===== src/rtl/step_run_ctrl.sv =====
// Pushbutton front end for the single-cycle processor board: synchronises and debounces
// the step/mode buttons and turns them into a one-cycle datapath clock-enable plus a pulse count.
module step_run_ctrl #(
    parameter int DEBOUNCE_CYCLES = 1000000,
    parameter int RUN_DIV         = 50000000
) (
    input  logic        Clk,
    input  logic        Reset,
    input  logic        BtnStep,
    input  logic        BtnMode,
    output logic        ClkEn,
    output logic        Running,
    output logic [15:0] StepCount
);

    localparam int DW = $clog2(DEBOUNCE_CYCLES);
    localparam int RW = $clog2(RUN_DIV);
    localparam logic [DW-1:0] CNT_LAST = DW'(DEBOUNCE_CYCLES - 1);
    localparam logic [RW-1:0] DIV_LAST = RW'(RUN_DIV - 1);

    typedef enum logic {
        STEP = 1'b0,
        RUN  = 1'b1
    } state_t;

    logic [1:0]    w_btn;
    logic [1:0]    r_sync1;
    logic [1:0]    r_sync2;
    logic [1:0]    r_stable;
    logic [1:0]    r_stableD;
    logic [1:0]    r_press;
    logic [DW-1:0] r_cnt [2];

    state_t        r_state;
    state_t        w_nextState;
    logic [RW-1:0] r_div;
    logic [RW-1:0] w_nextDiv;
    logic          w_nextClkEn;
    logic          r_clkEn;
    logic          r_running;
    logic [15:0]   r_stepCount;

    // Bit 0 carries the step button, bit 1 the mode button.
    assign w_btn = {BtnMode, BtnStep};

    // A level is accepted only after it differs from the accepted one for
    // DEBOUNCE_CYCLES consecutive cycles; any bounce back restarts the count.
    always_ff @(posedge Clk or posedge Reset) begin
        if (Reset) begin
            r_sync1   <= '0;
            r_sync2   <= '0;
            r_stable  <= '0;
            r_stableD <= '0;
            r_press   <= '0;
            for (int b = 0; b < 2; b++) begin
                r_cnt[b] <= '0;
            end
        end else begin
            r_sync1   <= w_btn;
            r_sync2   <= r_sync1;
            r_stableD <= r_stable;
            r_press   <= r_stable & ~r_stableD;
            for (int b = 0; b < 2; b++) begin
                if (r_sync2[b] == r_stable[b]) begin
                    r_cnt[b] <= '0;
                end else if (r_cnt[b] == CNT_LAST) begin
                    r_stable[b] <= r_sync2[b];
                    r_cnt[b]    <= '0;
                end else begin
                    r_cnt[b] <= r_cnt[b] + DW'(1);
                end
            end
        end
    end

    // A mode press in RUN still lets a pulse due in the same cycle go out.
    always_comb begin
        w_nextState = r_state;
        w_nextDiv   = r_div;
        w_nextClkEn = 1'b0;
        case (r_state)
            STEP: begin
                if (r_press[1]) begin
                    w_nextState = RUN;
                    w_nextDiv   = '0;
                end else if (r_press[0]) begin
                    w_nextClkEn = 1'b1;
                end
            end
            RUN: begin
                if (r_div == DIV_LAST) begin
                    w_nextClkEn = 1'b1;
                    w_nextDiv   = '0;
                end else begin
                    w_nextDiv = r_div + RW'(1);
                end
                if (r_press[1]) begin
                    w_nextState = STEP;
                    w_nextDiv   = '0;
                end
            end
            default: begin
                w_nextState = STEP;
                w_nextDiv   = '0;
            end
        endcase
    end

    // Running tracks the next state so it changes on the same edge as the FSM.
    always_ff @(posedge Clk or posedge Reset) begin
        if (Reset) begin
            r_state     <= STEP;
            r_div       <= '0;
            r_clkEn     <= 1'b0;
            r_running   <= 1'b0;
            r_stepCount <= '0;
        end else begin
            r_state     <= w_nextState;
            r_div       <= w_nextDiv;
            r_clkEn     <= w_nextClkEn;
            r_running   <= (w_nextState == RUN);
            r_stepCount <= r_stepCount + {15'd0, r_clkEn};
        end
    end

    assign ClkEn     = r_clkEn;
    assign Running   = r_running;
    assign StepCount = r_stepCount;

endmodule


===== config.mk =====
export PLATFORM = sky130hd
export DESIGN_NAME = step_run_ctrl
export DESIGN_NICKNAME = d
export VERILOG_FILES = /design/src/rtl/step_run_ctrl.sv
export SDC_FILE = /design/constraint.sdc
export NUM_CORES = 1
export LEC_CHECK = 0
export BUFFER_PORTS_ARGS = -buffer_cell sky130_fd_sc_hd__buf_2
export CORE_ASPECT_RATIO = 1.75
export CORE_MARGIN = 2
export CORE_UTILIZATION = 25
export DETAILED_ROUTE_END_ITERATION = 6
export SYNTH_ARGS = -nofsm -noshare
export SYNTH_HDL_FRONTEND = slang
export SYNTH_SLANG_ARGS = --single-unit

===== constraint.sdc =====
create_clock -name Clk -period 2.4 [get_ports Clk]
set_input_delay 0 -clock Clk [delete_from_list [all_inputs] [get_ports Clk]]
set_output_delay 0 -clock Clk [all_outputs]
set_load 0.02 [all_outputs]

==> metrics, run 1 <==
kind of critical path reg2reg; register bit count reported by yosys 94; final net count about 500; setup slack on the worst flop-to-flop path between 0.3 and 0.4 ns; final setup vio count 0; post-route DRC violation count 0; horizontal extent of the die approximately 100 um; clock latency of the later-clocked register in the worst-skew pair ~0.34 ns; cell at the root of the clock tree clkbuf_16; placed inst area ~4900 um^2; die footprint 19,000 um^2; number of clock buffers inserted by TritonCTS 9; endpoint class of the critical path flip-flop; leakage power total 2.27 nW; largest net degree at the start of global routing 37; Crit Reg-Reg Endpoint r_div[5]; Cell variety after synth 39; largest buffer count on any clock path 2; via count normalized by instance count roughly 4.7; I/O pin count 22; routed length per instance roughly 13 um; max-slew violation count 0; routed wire length between 9 and 10 mm; CP Cell Sequence ha_1 -> nand3_4 -> nor4_4 -> a21o_1 -> or3_1 -> o21ai_0; sequential-to-total area share from yosys stat 0.528; Synth-to-Final Area Change 17.9%; count of mapped cells out of synthesis roughly 450; Synthesized Nets between 400 and 500; data required time of the worst path 2.62 ns; maximum capacitance violations 0; nature of the critical path startpoint flip-flop; TritonRoute pass-1 iters 4; hold path startpoint BtnMode; post-route clock period utilization 0.874; Hold Crit Depth 2; cell area after synthesis around 4500 um^2; Post-CTS Setup Repair Bufs 0; area of all placed cells without fillers 5260 um^2; wire length of the first global-routing pass roughly 17 mm; min Tclk post-route about 2.1 ns; last weighted congestion value of the routability-driven placer 0.823; vias in the first global route 3,528; Core Footprint between 15,000 and 20,000 um^2; Post-Synthesis Mean Instance Area between 10 and 15 um^2; count of antenna-violating nets left after detailed routing 0; worst clock skew ~0.0066 ns; Hold/Removal Path Class in2reg; peak per-stage delay on the critical path 0.45 ns; Min Hold Slack 0.297 ns; ratio of cells with drive above 1 in the final layout 0.118; maximum operating frequency 477 MHz; yosys synthesis warning count 0; total power of the final layout 3.21 mW; Min-Delay Endpoint r_sync1[1]; number of antenna violations at the first check in global routing 0; total vias in the final route approximately 3,400; overall global routing resource usage 0.108; std cell rows 64; Crit Path Max Fanout 10; die height between 150 and 200 um; max_slew headroom 0.534; power per cell area just over 600 nW/um^2; Max H-tree Level 3; number of I/O port buffers 21; TritonCTS clock tree done; initial cell density of the core 0.255; outcome completed; Register-to-Register Path Depth 6; First DRT Iteration DRCs about 140; final number of hold-violating endpoints 0; diodes inserted 0; maximum vdd ir drop about 0.26 mV; detailed placer's ending HPWL about 6.7 mm; setup repair after global routing missed its margin false; Data arrival, critical path 2.32 ns; clk slew on worst S/H paths approximately 0.07 ns; total global routing overflow 0; CP max stage cell dfrtp_1; reg2reg start r_div[0]; clock sink count 94; Slew @ Worst Pin approximately 0.70 ns; total negative setup slack 0 ns
==> cell usage after synthesis <==
cell	n	share of area
ha_1	6	0.017
or4_1	2	0.0034
nand2_1	36	0.030
mux2_2	2	0.0051
a32o_1	1	0.0022
o31ai_1	2	0.0034
nor4_4	1	0.0048
nor3_1	8	0.0090
clkbuf_1	8	0.0067
a41oi_1	4	0.0079
inv_1	17	0.014
nand2_2	1	0.0014
nand3_1	36	0.040
and4_1	7	0.014
a21oi_1	14	0.016
nand4_1	19	0.027
nand2b_1	5	0.0070
or2_2	2	0.0028
and3_1	11	0.015
or3_1	10	0.014
a21oi_2	1	0.0020
nand4b_1	1	0.0020
a31oi_1	12	0.017
buf_2	1	0.0011
nor4b_1	2	0.0039
buf_6	1	0.0025
nor2_1	53	0.045
nor4_2	1	0.0028
nand3_4	1	0.0039
nor4_1	6	0.0084
xor2_1	32	0.063
xnor2_1	20	0.039
o41ai_1	1	0.0020
dfrtp_1	94	0.53
nor4bb_1	3	0.0067
a21o_1	2	0.0034
nand4_4	1	0.0048
o21ai_0	19	0.021
nor2b_1	2	0.0028
==> stage by stage <==
stage               cells  setup slack, ns   util
floorplan             445            0.417      -
global placement      695            0.195  0.280
detailed placement    695            0.102  0.280
CTS                   714           0.0833  0.300
global route          714            0.102  0.301
finish                714            0.303  0.301
==> cell type report <==
| class | count | area (um^2) |
|---|---|---|
| clock buffers | 9 | 225 |
| clock inverters | 7 | 97.6 |
| fillers | 1848 | 12200 |
| inverters | 17 | 67.6 |
| multi-input cells | 324 | 2020 |
| flip-flops and latches | 94 | 2350 |
| well taps | 231 | 289 |
| repair buffers | 32 | 208 |
==> kinds of logic (layout without fill, tap and decap cells) <==
kind of cell,after synthesis,in the layout,synth area share
buf+inv,27,65,0.0247
compound gates,56,56,0.0747
xor+xnor,52,52,0.102
mux,2,2,0.00505
simple gates,208,208,0.249
flops,94,94,0.528
fa+ha+maj,6,6,0.0168
==> critical path: cells and delay by family, from the launching register on <==
family | cells | cell delay [ns]
DFF | 1 | 0.45
and+or+nand+nor | 3 | 0.72
AOI/OAI and AO/OA | 2 | 0.51
adders and majority gates | 1 | 0.29
==> registers in the layout, indices dropped and copies added, names as in the netlist <==
name       flops
r_cnt         40
Running        1
r_press        2
r_div         26
StepCount     16
r_stableD      2
r_sync1        2
r_sync2        2
ClkEn          1
r_stable       2
==> what timing repair did <==
item | CTS | global route
hold buffers | 3 | 0
endpoints found under the hold margin | 32 | 0
gates resized for setup | 0 | 3
setup endpoints to repair | 0 | 17
==> layer usage <==
metal | GRT usage | vias up | wire length [um]
met3 | 0.0231 | 22 | 325
li1 | - | 1638 | -
met2 | 0.191 | 81 | 5060
met4 | 0.0597 | 0 | 331
met5 | 0 | - | 0
met1 | 0.118 | 1625 | 3680
==> power breakdown <==
| part | internal, mW | total, mW | switching [mW] |
|---|---|---|---|
| combinational | 0.0206 | 0.0725 | 0.0519 |
| sequential | 1.60 | 1.61 | 0.0112 |
| clock | 0.916 | 1.53 | 0.618 |
==> cells in the final DEF (no fill, tap or decap), types with 3 or more instances in the layout <==
cell	count
nor2_1	53
dlygate4sd3_1	3
o21ai_0	19
xnor2_1	20
nand2_1	36
a41oi_1	4
clkinvlp_4	3
ha_1	6
a21oi_1	13
nor4_1	6
clkbuf_16	9
or3_1	10
and3_1	11
buf_2	21
and4_1	7
nand4_1	19
nand3_1	36
inv_1	16
nor4bb_1	3
buf_4	7
xor2_1	32
nand2b_1	5
a31oi_1	12
nor3_1	8
dfrtp_1	94
==> worst max path at each step <==
stage | from | to | slack (ns) | cells past startpoint
finish | r_div[0] | r_div[5] | 0.30 | 6
global placement | r_div[0] | r_div[23] | 0.19 | 6
detailed placement | r_div[0] | r_div[25] | 0.10 | 6
floorplan | Running | r_div[20] | 0.42 | 8
global route | r_div[0] | r_div[10] | 0.10 | 6
CTS | r_div[0] | r_div[23] | 0.08 | 6
Note: power is estimated with default switching activity, not from simulation.
==> inputs of run 2 (changes only) <==
--- a/config.mk
+++ b/config.mk
@@ -8,8 +8,9 @@
 export BUFFER_PORTS_ARGS = -buffer_cell sky130_fd_sc_hd__buf_2
 export CORE_ASPECT_RATIO = 1.75
 export CORE_MARGIN = 2
-export CORE_UTILIZATION = 25
+export CORE_UTILIZATION = 50
 export DETAILED_ROUTE_END_ITERATION = 6
+export PLACE_DENSITY = 0.7
 export SYNTH_ARGS = -nofsm -noshare
 export SYNTH_HDL_FRONTEND = slang
 export SYNTH_SLANG_ARGS = --single-unit
==> run 2 against run 1 <==
Sequential share of layout area is 1.6 points higher. Die area shrank 49%. Largest cell class unchanged. Critical path depth down 1. Worst hold slack better by 0.00096 ns. Clock skew increased by 0.00068 ns. Highest routed layer unchanged. Critical path type unchanged.
==> metrics, run 2 (synthesized netlist as in run 1, its figures left out) <==
Crit Path Max Fanout 7 (-3); post-route clock period utilization 0.856 (-0.0176); wire length of the first global-routing pass 14.9 mm (-11%); First DRT Iteration DRCs 348 (+140%); cell at the root of the clock tree clkbuf_16; Max H-tree Level 3 (unchanged); number of antenna violations at the first check in global routing 0 (unchanged); leakage power total 2.26 nW (-0.62%); count of antenna-violating nets left after detailed routing 0 (unchanged); total negative setup slack 0 ns (unchanged); Synth-to-Final Area Change 13.8%; max-slew violation count 0 (unchanged); horizontal extent of the die 75.4 um (-28%); Slew @ Worst Pin 0.684 ns (-0.0135 ns); worst clock skew 0.00726 ns (+0.000680 ns); routed wire length 8.72 mm (-7.2%); detailed placer's ending HPWL 5.80 mm (-13%); overall global routing resource usage 0.196 (+0.0889); min Tclk post-route 2.05 ns (-0.0423 ns); outcome completed; maximum capacitance violations 0 (unchanged); total vias in the final route 3,368 (+0.059%); max_slew headroom 0.540 (+0.00575); number of flip-flops in the largest register 40 (unchanged); die height 129 um (-29%); maximum vdd ir drop 0.431 mV (+65%); diodes inserted 0 (unchanged); nature of the critical path startpoint flip-flop; total power of the final layout 3.10 mW (-3.5%); clock latency of the later-clocked register in the worst-skew pair 0.34 ns (about the same); vias in the first global route 3,332 (-5.6%); post-route DRC violation count 0 (unchanged); ratio of cells with drive above 1 in the final layout 0.114 (-0.00367); Hold/Removal Path Class in2reg; largest reg by FF count r_cnt; routed length per instance 14.6 um (+11%); Core Footprint 8670 um^2 (-50%); most common cell after layout, fill and taps aside dfrtp_1; number of I/O port buffers 21 (unchanged); Data arrival, critical path 2.31 ns (about the same); placed inst area 4720 um^2 (-3.2%); total global routing overflow 0 (unchanged); die footprint 9720 um^2 (-49%); number of clock buffers inserted by TritonCTS 9 (unchanged); most used cells in the layout excluding fill and tap cells dfrtp_1, nor2_1, nand3_1, nand2_1, xor2_1; final net count 486 (-0.41%); power per cell area 611 nW/um^2 (about the same); initial cell density of the core 0.514 (+0.259); area of all placed cells without fillers 5070 um^2 (-3.4%); largest net degree at the start of global routing 95 (+160%); std cell rows 45 (-30%); clk slew on worst S/H paths 0.06 ns (about the same); kind of critical path reg2reg; maximum operating frequency 487 MHz (+2.1%); largest buffer count on any clock path 2 (unchanged); setup repair after global routing missed its margin false; via count normalized by instance count 5.63 (+19%); TritonRoute pass-1 iters 4 (unchanged); data required time of the worst path 2.66 ns (+0.04 ns); TritonCTS clock tree done; final setup vio count 0 (unchanged); clock sink count 94 (unchanged); Min Hold Slack 0.298 ns (+0.000964 ns); I/O pin count 22 (unchanged); endpoint class of the critical path flip-flop; final number of hold-violating endpoints 0 (unchanged); last weighted congestion value of the routability-driven placer 0.811 (-1.5%)
-- run 2: cell count changes in the layout (fill, tap and decap cells not counted), sizes merged --
cell | before | now
inv | 17 | 16
clkinv | 2 | 4
clkbuf | 9 | 10
buf | 29 | 27
bufinv | 2 | 1
clkinvlp | 3 | 2
-- run 2: stage by stage --
step | std cells | worst slack, ns | util
after floorplan | 445 | 0.417 | -
after global placement | 579 | 0.199 | 0.545
after detailed placement | 579 | 0.114 | 0.545
after CTS | 598 | 0.104 | 0.583
after global routing | 598 | 0.157 | 0.585
final | 598 | 0.346 | 0.585
-- run 2: final timing paths --
path / start / slack [ns] / depth (start not counted) / endpoint
max in group asynchronous: Reset / 1.67 / 4 / r_cnt[35]
min in group asynchronous: Reset / 0.36 / 4 / r_cnt[2]
worst min register to register: r_sync1[0] / 0.35 / 0 / r_sync2[0]
worst max register to register: r_div[4] / 0.35 / 5 / r_div[23]
worst min-delay path: BtnStep / 0.30 / 2 / r_sync1[0]
worst max-delay path: r_div[4] / 0.35 / 5 / r_div[23]
-- run 2: critical path: stages (launching register included) --
cell     delay (ns)
dfrtp_1        0.49
nand4_4        0.20
nor4_1         0.66
and3_1         0.31
a41oi_1        0.13
a31oi_1        0.18
-- run 2: area by class of cell --
| type | count | area [um^2] |
|---|---|---|
| Timing Repair Buffer | 30 | 193 |
| Tap cell | 117 | 146 |
| Multi-Input combinational cell | 324 | 2020 |
| Clock inverter | 6 | 61.3 |
| Fill cell | 764 | 3600 |
| Sequential cell | 94 | 2350 |
| Inverter | 17 | 67.6 |
| Clock buffer | 10 | 239 |
-- run 2: what timing repair did --
| item | 4_1_cts | 5_1_grt |
|---|---|---|
| setup buffers | 0 | 0 |
| endpoints found under the setup margin | 0 | 8 |
| hold endpoints to repair | 96 | 0 |
| gates resized for setup | 0 | 3 |
| hold buffers | 3 | 0 |
-- run 2: where the power goes --
part	internal (mW)	switching [mW]	leakage, nW
registers	1.60	0.0110	1.30
logic	0.0196	0.0509	0.811
clock network	0.832	0.592	0.148
total	2.45	0.654	2.26
-- run 2: per-layer routing --
layer  track usage  up-vias  part of all wire
li1              -     1636                 -
met1         0.234     1648              0.41
met2         0.332       62              0.53
met3        0.0360       22             0.028
met4        0.0960        0             0.026
met5             0        -                 0
